### config.mk
export PLATFORM = sky130hd
export DESIGN_NAME = mix_columns_engine
export DESIGN_NICKNAME = d
export VERILOG_FILES = /design/src/rtl/mix_columns_engine.sv
export SDC_FILE = /design/constraint.sdc
export NUM_CORES = 1
export LEC_CHECK = 0
export CORE_MARGIN = 5
export CORE_UTILIZATION = 49
export DETAILED_ROUTE_END_ITERATION = 8
export GPL_TIMING_DRIVEN = 0
export PLACE_DENSITY = 0.75
export SETUP_SLACK_MARGIN = 0.2
export SLEW_MARGIN = 0
export SYNTH_ARGS = -nofsm -noshare
export SYNTH_HDL_FRONTEND = slang
export SYNTH_SLANG_ARGS = --single-unit
### constraint.sdc
create_clock -name clk -period 3.6 [get_ports clk]
set_clock_uncertainty 0.2 [all_clocks]
set_input_delay 0.36 -clock clk [delete_from_list [all_inputs] [get_ports clk]]
set_output_delay 0.36 -clock clk [all_outputs]
set_load 0.01 [all_outputs]
### src/rtl/mix_columns_engine.sv
// rtl/mix_columns_engine.sv - sequential bidirectional AES MixColumns engine
module mix_columns_engine #(
    parameter int COLS_PER_CYCLE = 1
) (
    input  logic         clk,
    input  logic         rst_n,
    input  logic         in_valid,
    output logic         in_ready,
    input  logic [0:127] in_data,
    input  logic         in_mode,
    output logic         out_valid,
    input  logic         out_ready,
    output logic [0:127] out_data,
    output logic         busy
);

    if (COLS_PER_CYCLE != 1 && COLS_PER_CYCLE != 2 && COLS_PER_CYCLE != 4) begin : g_bad_cpc
        $error("mix_columns_engine: COLS_PER_CYCLE must be 1, 2 or 4");
    end

    typedef enum logic [1:0] {S_IDLE, S_BUSY, S_DONE} state_t;

    localparam logic [2:0] CPC = 3'(COLS_PER_CYCLE);

    state_t       state_q, state_d;
    logic [2:0]   col_cnt_q, col_cnt_d;
    logic         mode_q, mode_d;
    logic [0:127] data_q, data_d;
    logic [0:127] out_q, out_d;
    logic         ready_en_q;
    logic         accept;
    int           base;

    function automatic logic [7:0] xtime(input logic [7:0] b);
        return {b[6:0], 1'b0} ^ (b[7] ? 8'h1b : 8'h00);
    endfunction

    // Multiply by a 4-bit coefficient as a sum of b, 2b, 4b and 8b.
    function automatic logic [7:0] gmul(input logic [7:0] b, input logic [3:0] k);
        logic [7:0] x2, x4, x8;
        x2 = xtime(b);
        x4 = xtime(x2);
        x8 = xtime(x4);
        return (k[0] ? b : 8'h00) ^ (k[1] ? x2 : 8'h00) ^
               (k[2] ? x4 : 8'h00) ^ (k[3] ? x8 : 8'h00);
    endfunction

    // Row r uses row-0 coefficients rotated right by r, so M[r][k] = c[(k - r) mod 4].
    function automatic logic [0:31] mix_col(input logic [0:31] col, input logic inv);
        logic [7:0]  a [4];
        logic [3:0]  c [4];
        logic [7:0]  acc;
        logic [0:31] res;
        if (inv) begin
            c[0] = 4'he; c[1] = 4'hb; c[2] = 4'hd; c[3] = 4'h9;
        end else begin
            c[0] = 4'h2; c[1] = 4'h3; c[2] = 4'h1; c[3] = 4'h1;
        end
        for (int r = 0; r < 4; r++) begin
            a[r] = col[8*r +: 8];
        end
        res = '0;
        for (int r = 0; r < 4; r++) begin
            acc = 8'h00;
            for (int k = 0; k < 4; k++) begin
                acc = acc ^ gmul(a[k], c[(k - r + 4) % 4]);
            end
            res[8*r +: 8] = acc;
        end
        return res;
    endfunction

    assign in_ready  = ready_en_q & ((state_q == S_IDLE) | ((state_q == S_DONE) & out_ready));
    assign accept    = in_valid & in_ready;
    assign out_valid = (state_q == S_DONE);
    assign busy      = (state_q != S_IDLE);
    assign out_data  = out_q;

    // Next-state: latch on accept, transform a column group per BUSY cycle, publish at the end.
    always_comb begin
        state_d   = state_q;
        col_cnt_d = col_cnt_q;
        mode_d    = mode_q;
        data_d    = data_q;
        out_d     = out_q;
        base      = 0;
        case (state_q)
            S_IDLE: begin
                if (accept) begin
                    data_d    = in_data;
                    mode_d    = in_mode;
                    col_cnt_d = 3'd0;
                    state_d   = S_BUSY;
                end
            end
            S_BUSY: begin
                for (int g = 0; g < COLS_PER_CYCLE; g++) begin
                    base = 32 * ((int'(col_cnt_q[1:0]) + g) % 4);
                    data_d[base +: 32] = mix_col(data_q[base +: 32], mode_q);
                end
                col_cnt_d = col_cnt_q + CPC;
                if (col_cnt_q + CPC == 3'd4) begin
                    out_d   = data_d;
                    state_d = S_DONE;
                end
            end
            S_DONE: begin
                if (out_ready) begin
                    if (accept) begin
                        data_d    = in_data;
                        mode_d    = in_mode;
                        col_cnt_d = 3'd0;
                        state_d   = S_BUSY;
                    end else begin
                        state_d = S_IDLE;
                    end
                end
            end
            default: state_d = S_IDLE;
        endcase
    end

    // State and datapath registers; reset discards any job in flight.
    always_ff @(posedge clk or negedge rst_n) begin
        if (!rst_n) begin
            state_q   <= S_IDLE;
            col_cnt_q <= 3'd0;
            mode_q    <= 1'b0;
            data_q    <= '0;
            out_q     <= '0;
        end else begin
            state_q   <= state_d;
            col_cnt_q <= col_cnt_d;
            mode_q    <= mode_d;
            data_q    <= data_d;
            out_q     <= out_d;
        end
    end

    // Holds in_ready low until the first clock edge after reset release.
    always_ff @(posedge clk or negedge rst_n) begin
        if (!rst_n) begin
            ready_en_q <= 1'b0;
        end else begin
            ready_en_q <= 1'b1;
        end
    end

endmodule

# After elaboration in Yosys (flattened, before gate mapping)
# Index checks and enable logic that the tools add are counted.
[totals]
ff_bits = 263
out_inout_bits = 131
word_cells = 195
[classes]
add_sub_neg = 2
eq_ne = 6
n_shift = 3
n_mux = 93
n_bitwise = 77
n_reduce_logical = 8
[op_table]
columns = ["op", "n"]
rows = [
  ["$mux 8", 64],
  ["$xor 8x8->8", 61],
  ["$pmux 128 s3", 1],
  ["$mux 128", 2],
  ["$shift 129x33->128 const A", 1],
  ["$shiftx 128x32->129", 1],
  ["$shiftx 129x33->128", 1],
  ["$bwmux 128", 1],
  ["$xor 8x5->8", 11],
  ["$mux 5", 12],
  ["$neg 32->33", 1],
  ["$mux 16", 2],
  ["$not 7->32", 1],
  ["$pmux 3 s3", 1],
  ["$mux 2", 3],
  ["$mux 3", 2],
  ["$pmux 2 s3", 1],
  ["$reduce_and 2->1", 3],
  ["$ne 2x2->1 const B", 2],
  ["$reduce_bool 2->1", 2],
  ["$add 3x1->3 const B", 1],
  ["$and 1x1->1", 3],
  ["$eq 3x3->1 const B", 1],
  ["$mux 1", 3],
  ["8 further kinds", 8],
]

# Logic depth before layout (Yosys ltp)
[depth]
depth_word = 16
ltp_mapped = 13
depth_no_buf = 8

# Worst setup path after synthesis
# No wires, ideal clock.
[synth_path]
kind = "reg-to-reg"
startpoint = "register col_cnt_q[0]"
endpoint = "register out_q, in the netlist out_data[107]"
t_arrival_ps = 3294
required_ps = 3273
path_slack_ps = -21
stages_incl_launch_ff = 12
period_less_slack_ps = 3621
cell_sequence = "dfrtp_1 -> buf_6 -> buf_6 -> buf_6 -> mux4_2 -> xnor2_1 -> xnor3_1 -> xnor3_1 -> mux2_2 -> xor2_1 -> a221oi_1 -> nor2_1"
[synth_between]
elab_chain_len = 13
elab_cells_between_ends = 157
cone_classes = "add/sub (2); eq/ne (1); shift (3); mux (77); bitwise (73); reduce/logical (1)"
[synth_lines]
columns = ["element", "line", "source"]
rows = [
  ["start, declared", "26", "logic [2:0] col_cnt_q, col_cnt_d;"],
  ["start signal, assigned", "133", "col_cnt_q <= col_cnt_d;"],
  ["$not 7->32 (implied by the code)", "99", "data_d[base +: 32] = mix_col(data_q[base +: 32], mode_q);"],
  ["$shiftx 128x32->129", "99", ""],
  ["$mux 5 or $xor 8x5->8 (tied branches)", "35", "return {b[6:0], 1'b0} ^ (b[7] ? 8'h1b : 8'h00);"],
  ["$xor 8x5->8 or $mux 5 (tied branches)", "35", ""],
  ["$mux 8 (tied with other cells)", "44", "return (k[0] ? b : 8'h00) ^ (k[1] ? x2 : 8'h00) ^"],
  ["$xor 8x8->8 (tied with other cells)", "44", ""],
  ["$xor 8x8->8 or $mux 8 (tied branches)", "44, 45", ""],
  ["$xor 8x8->8", "45", "(k[2] ? x4 : 8'h00) ^ (k[3] ? x8 : 8'h00);"],
  ["$xor 8x8->8 (3 in series)", "66", "acc = acc ^ gmul(a[k], c[(k - r + 4) % 4]);"],
  ["$shiftx 129x33->128", "99", ""],
  ["$bwmux 128", "99", ""],
  ["end signal, assigned", "136", "out_q <= out_d;"],
  ["end, declared", "29", "logic [0:127] out_q, out_d;"],
]
# Several ways; a longest one is shown, not always the timed one.
# A chain may end at the register's enable or synchronous reset.

# Final worst setup path
[layout_path]
startpoint = "register col_cnt_q[0]"
endpoint = "register out_q, in the netlist out_data[11]"
# Same word-level chain as after synthesis.

==> impl_metrics.ini <==
[yosys]
syn_inst = 1414
synth_fa_ha_area_share_pct = 0.4214
synth_area_um2 = 14840
synth-xor-area-share_pct = 18.37
synth_edf_count = 0
syn-num-nets = 1552
synth_largest_area_cell = dfrtp_1
synth_top_family_by_area = compound AO/OA/AOI/OAI gates
synth_compound_area_share_pct = 19.32
muxShareOfSynthArea_pct = 5.217
yosysSeqAreaShare_pct = 44.34
synthSimpleGateAreaFrac_pct = 8.488
ys.flop_type = dfrtp_1
ys_warn_count = 0
synth_most_common_cell = dfrtp_1
synth.avg_cell_area_um2 = 10.50
ys_top_cells_by_area = dfrtp_1 44%, xnor2_1 8.0%, a22oi_1 6.5%, a221oi_1 5.2%, mux4_2 5.0%
async_flop_share_pct = 100.0
synth_cell_type_count = 43
synth_common_cells = 263 x dfrtp_1, 195 x nor2_1, 135 x xnor2_1
synth_top_area_share_pct = 44.34
synth_seq_cells = 263

[critical_path]
required_ns = 3.84
critPathKind = register to register
end_kind = register
r2r_start = col_cnt_q[0]$_DFFE_PN0P_
crit_fanout = 7
reg2regPathDepth = 12
crit_arrival_ns = 4.12
start_kind = register
r2r_slack_ns = -0.27
r2r-end = out_data[11]$_DFFE_PN0P_

[clock_network]
tritoncts = yes
cts_buffers = 28
cts.sinks = 263
htree_num_levels = 1
root_buffer = clkbuf_16
clk_latency_ns = 0.58
clk_path_buf_depth = 3
clk_pin_slew_ns = 0.07

[grt]
grt-ovfl-total = 0
antenna_found_initial = 0
grt_pass1_vias = 15500
grt_util_met1_pct = 48.85
top_usage_layer = met2
grtUsageTotal_pct = 39.58
grt_use_met2_pct = 60.80
grt_start_max_net_pins = 101
grt_use_met3_pct = 14.23
grt_first_pass_wirelength_um = 99120

[placement]
hpwl_um = 46080
pre_cts_slack_ns = -1.325
gp_congestion = 1.030
portBuffers = 263

[die]
core_um2 = 29800
ios = 264
die-area_um2 = 33870
dieWidth_um = 184.1
die_y_um = 184.1
rows = 63
start_util_pct = 49.82

[timing]
min_period_ns = 3.871
rsz0062_at_grt = yes
setup_slack_ns = -0.2705
fmax_mhz = 258.4
setup_violations = 172
slew_headroom_pct = 10.30
final_max_slew_viol_count = 0
final_hold_viol_count = 0
tightest_slew_ns = 1.345
finalCritPeriodShare_pct = 107.5

[route]
ant_nets = 0
first_pass_iters = 7
drtIter0Drc = 2498
routed_via_density = 6.815
drt-wirelength-per-cell_um = 31.49
dr_total_vias = 15710
drt-total-wl_um = 72580
drcViolationCount = 0

[finish]
nNetsFinal = 2035
area_growth_pct = 62.59
layout.area.seq_um2 = 6583
drive_above_1_share_pct = 34.67
n_antenna_cell = 0
multiInputGateArea_um2 = 10630
nFillCells = 1600

[status]
violations = negative setup slack
status = finished with violations

[job]
drv_cap = 0

[min_path]
holdCritPathClass = primary input to async pin
-- per-stage QoR --
| stage | hold slack, ns | instances | area (um^2) | util (%) | setup TNS [ns] |
|---|---|---|---|---|---|
| after global placement | 0.2680 | 2067 | 18040 | 60.54 | -2633.06 |
| after CTS | 0.1859 | 2260 | 22930 | 76.97 | -2.069 |
| after global routing | 0.1990 | 2305 | 24140 | 81.00 | -21.43 |
| after floorplan | -0.1356 | 1414 | 14920 | - | 0 |
| after detailed placement | 0.1715 | 2070 | 18130 | 60.83 | -174.25 |
| final | 0.1676 | 2305 | 24140 | 81.00 | -19.22 |
-- per-layer routing --
| metal | routed length (um) | vias up |
|---|---|---|
| li1 | - | 6067 |
| met1 | 24150 | 7653 |
| met2 | 31800 | 1520 |
| met3 | 10120 | 466 |
| met4 | 6453 | 2 |
| met5 | 67 | - |
-- flip-flops by register name, indices dropped and copies added (netlist names) --
signal	cells
col_cnt_q	3
data_q	128
mode_q	1
out_data	128
ready_en_q	1
state_q	2
-- critical path: stages (launching register included) --
cell	delay [ns]
dfrtp_2	0.47
buf_12	0.18
buf_12	0.12
buf_16	0.13
buf_12	0.13
mux4_2	0.63
xnor2_4	0.32
xnor3_1	0.29
xnor3_1	0.34
mux2_4	0.31
xor2_4	0.19
a221oi_2	0.35
nor2_1	0.07
-- layout make-up --
cell class                      count  share of cell area [%]
Timing Repair Buffer              454                   19.17
Tap cell                          390                   2.022
Clock buffer                       41                   3.567
Inverter                           10                  0.1814
Clock inverter                      7                  0.4717
Sequential cell                   263                   27.27
Multi-Input combinational cell   1021                   44.05
Buffer                            119                   3.266
-- placed cells by master (no fill, tap or decap), types with 30 or more instances in the layout --
master           instances
a221oi_2                80
a22oi_1                123
buf_4                  109
buf_6                   63
clkbuf_1                70
clkbuf_16               30
clkdlybuf4s50_1        262
dfrtp_1                262
mux4_2                  33
nand2_1                 59
nor2_1                 195
o21ai_0                 41
o21ai_1                 73
xnor2_1                 51
xnor2_2                 36
xnor2_4                 54
-- repair_timing --
action                     4_1_cts  5_1_grt
buffers inserted               140       45
hold endpoints to repair        71        0
pin swaps                      134      131
gates cloned                     2        0
resized for setup              468      191
hold buffers                     1        0
setup endpoints to repair      256      253
-- worst max-delay path by stage --
stage	start	end	slack, ns	depth (start not counted)
after detailed placement	col_cnt_q[1]$_DFFE_PN0P_	data_q[105]$_DFFE_PN0P_	-1.32	9
after floorplan	col_cnt_q[0]$_DFFE_PN0P_	out_data[118]$_DFFE_PN0P_	0.20	11
after global routing	col_cnt_q[0]$_DFFE_PN0P_	out_data[14]$_DFFE_PN0P_	-0.26	14
after CTS	col_cnt_q[0]$_DFFE_PN0P_	out_data[43]$_DFFE_PN0P_	-0.12	12
after global placement	rst_n	col_cnt_q[0]$_DFFE_PN0P_	-10.18	1
final	col_cnt_q[0]$_DFFE_PN0P_	out_data[11]$_DFFE_PN0P_	-0.27	12
-- cell families after synthesis --
| family | after synthesis |
|---|---|
| XOR/XNOR | 240 |
| AND/OR/NAND/NOR | 314 |
| adder cells (fa/ha/maj) | 5 |
| AO/OA/AOI/OAI | 425 |
| multiplexers | 36 |
| buffers and inverters | 130 |
| other | 1 |
| flip-flops | 263 |
Power is left out: the tool's default activity adds up to more than one toggle a clock period on the data nets, which glitch-free logic cannot reach.
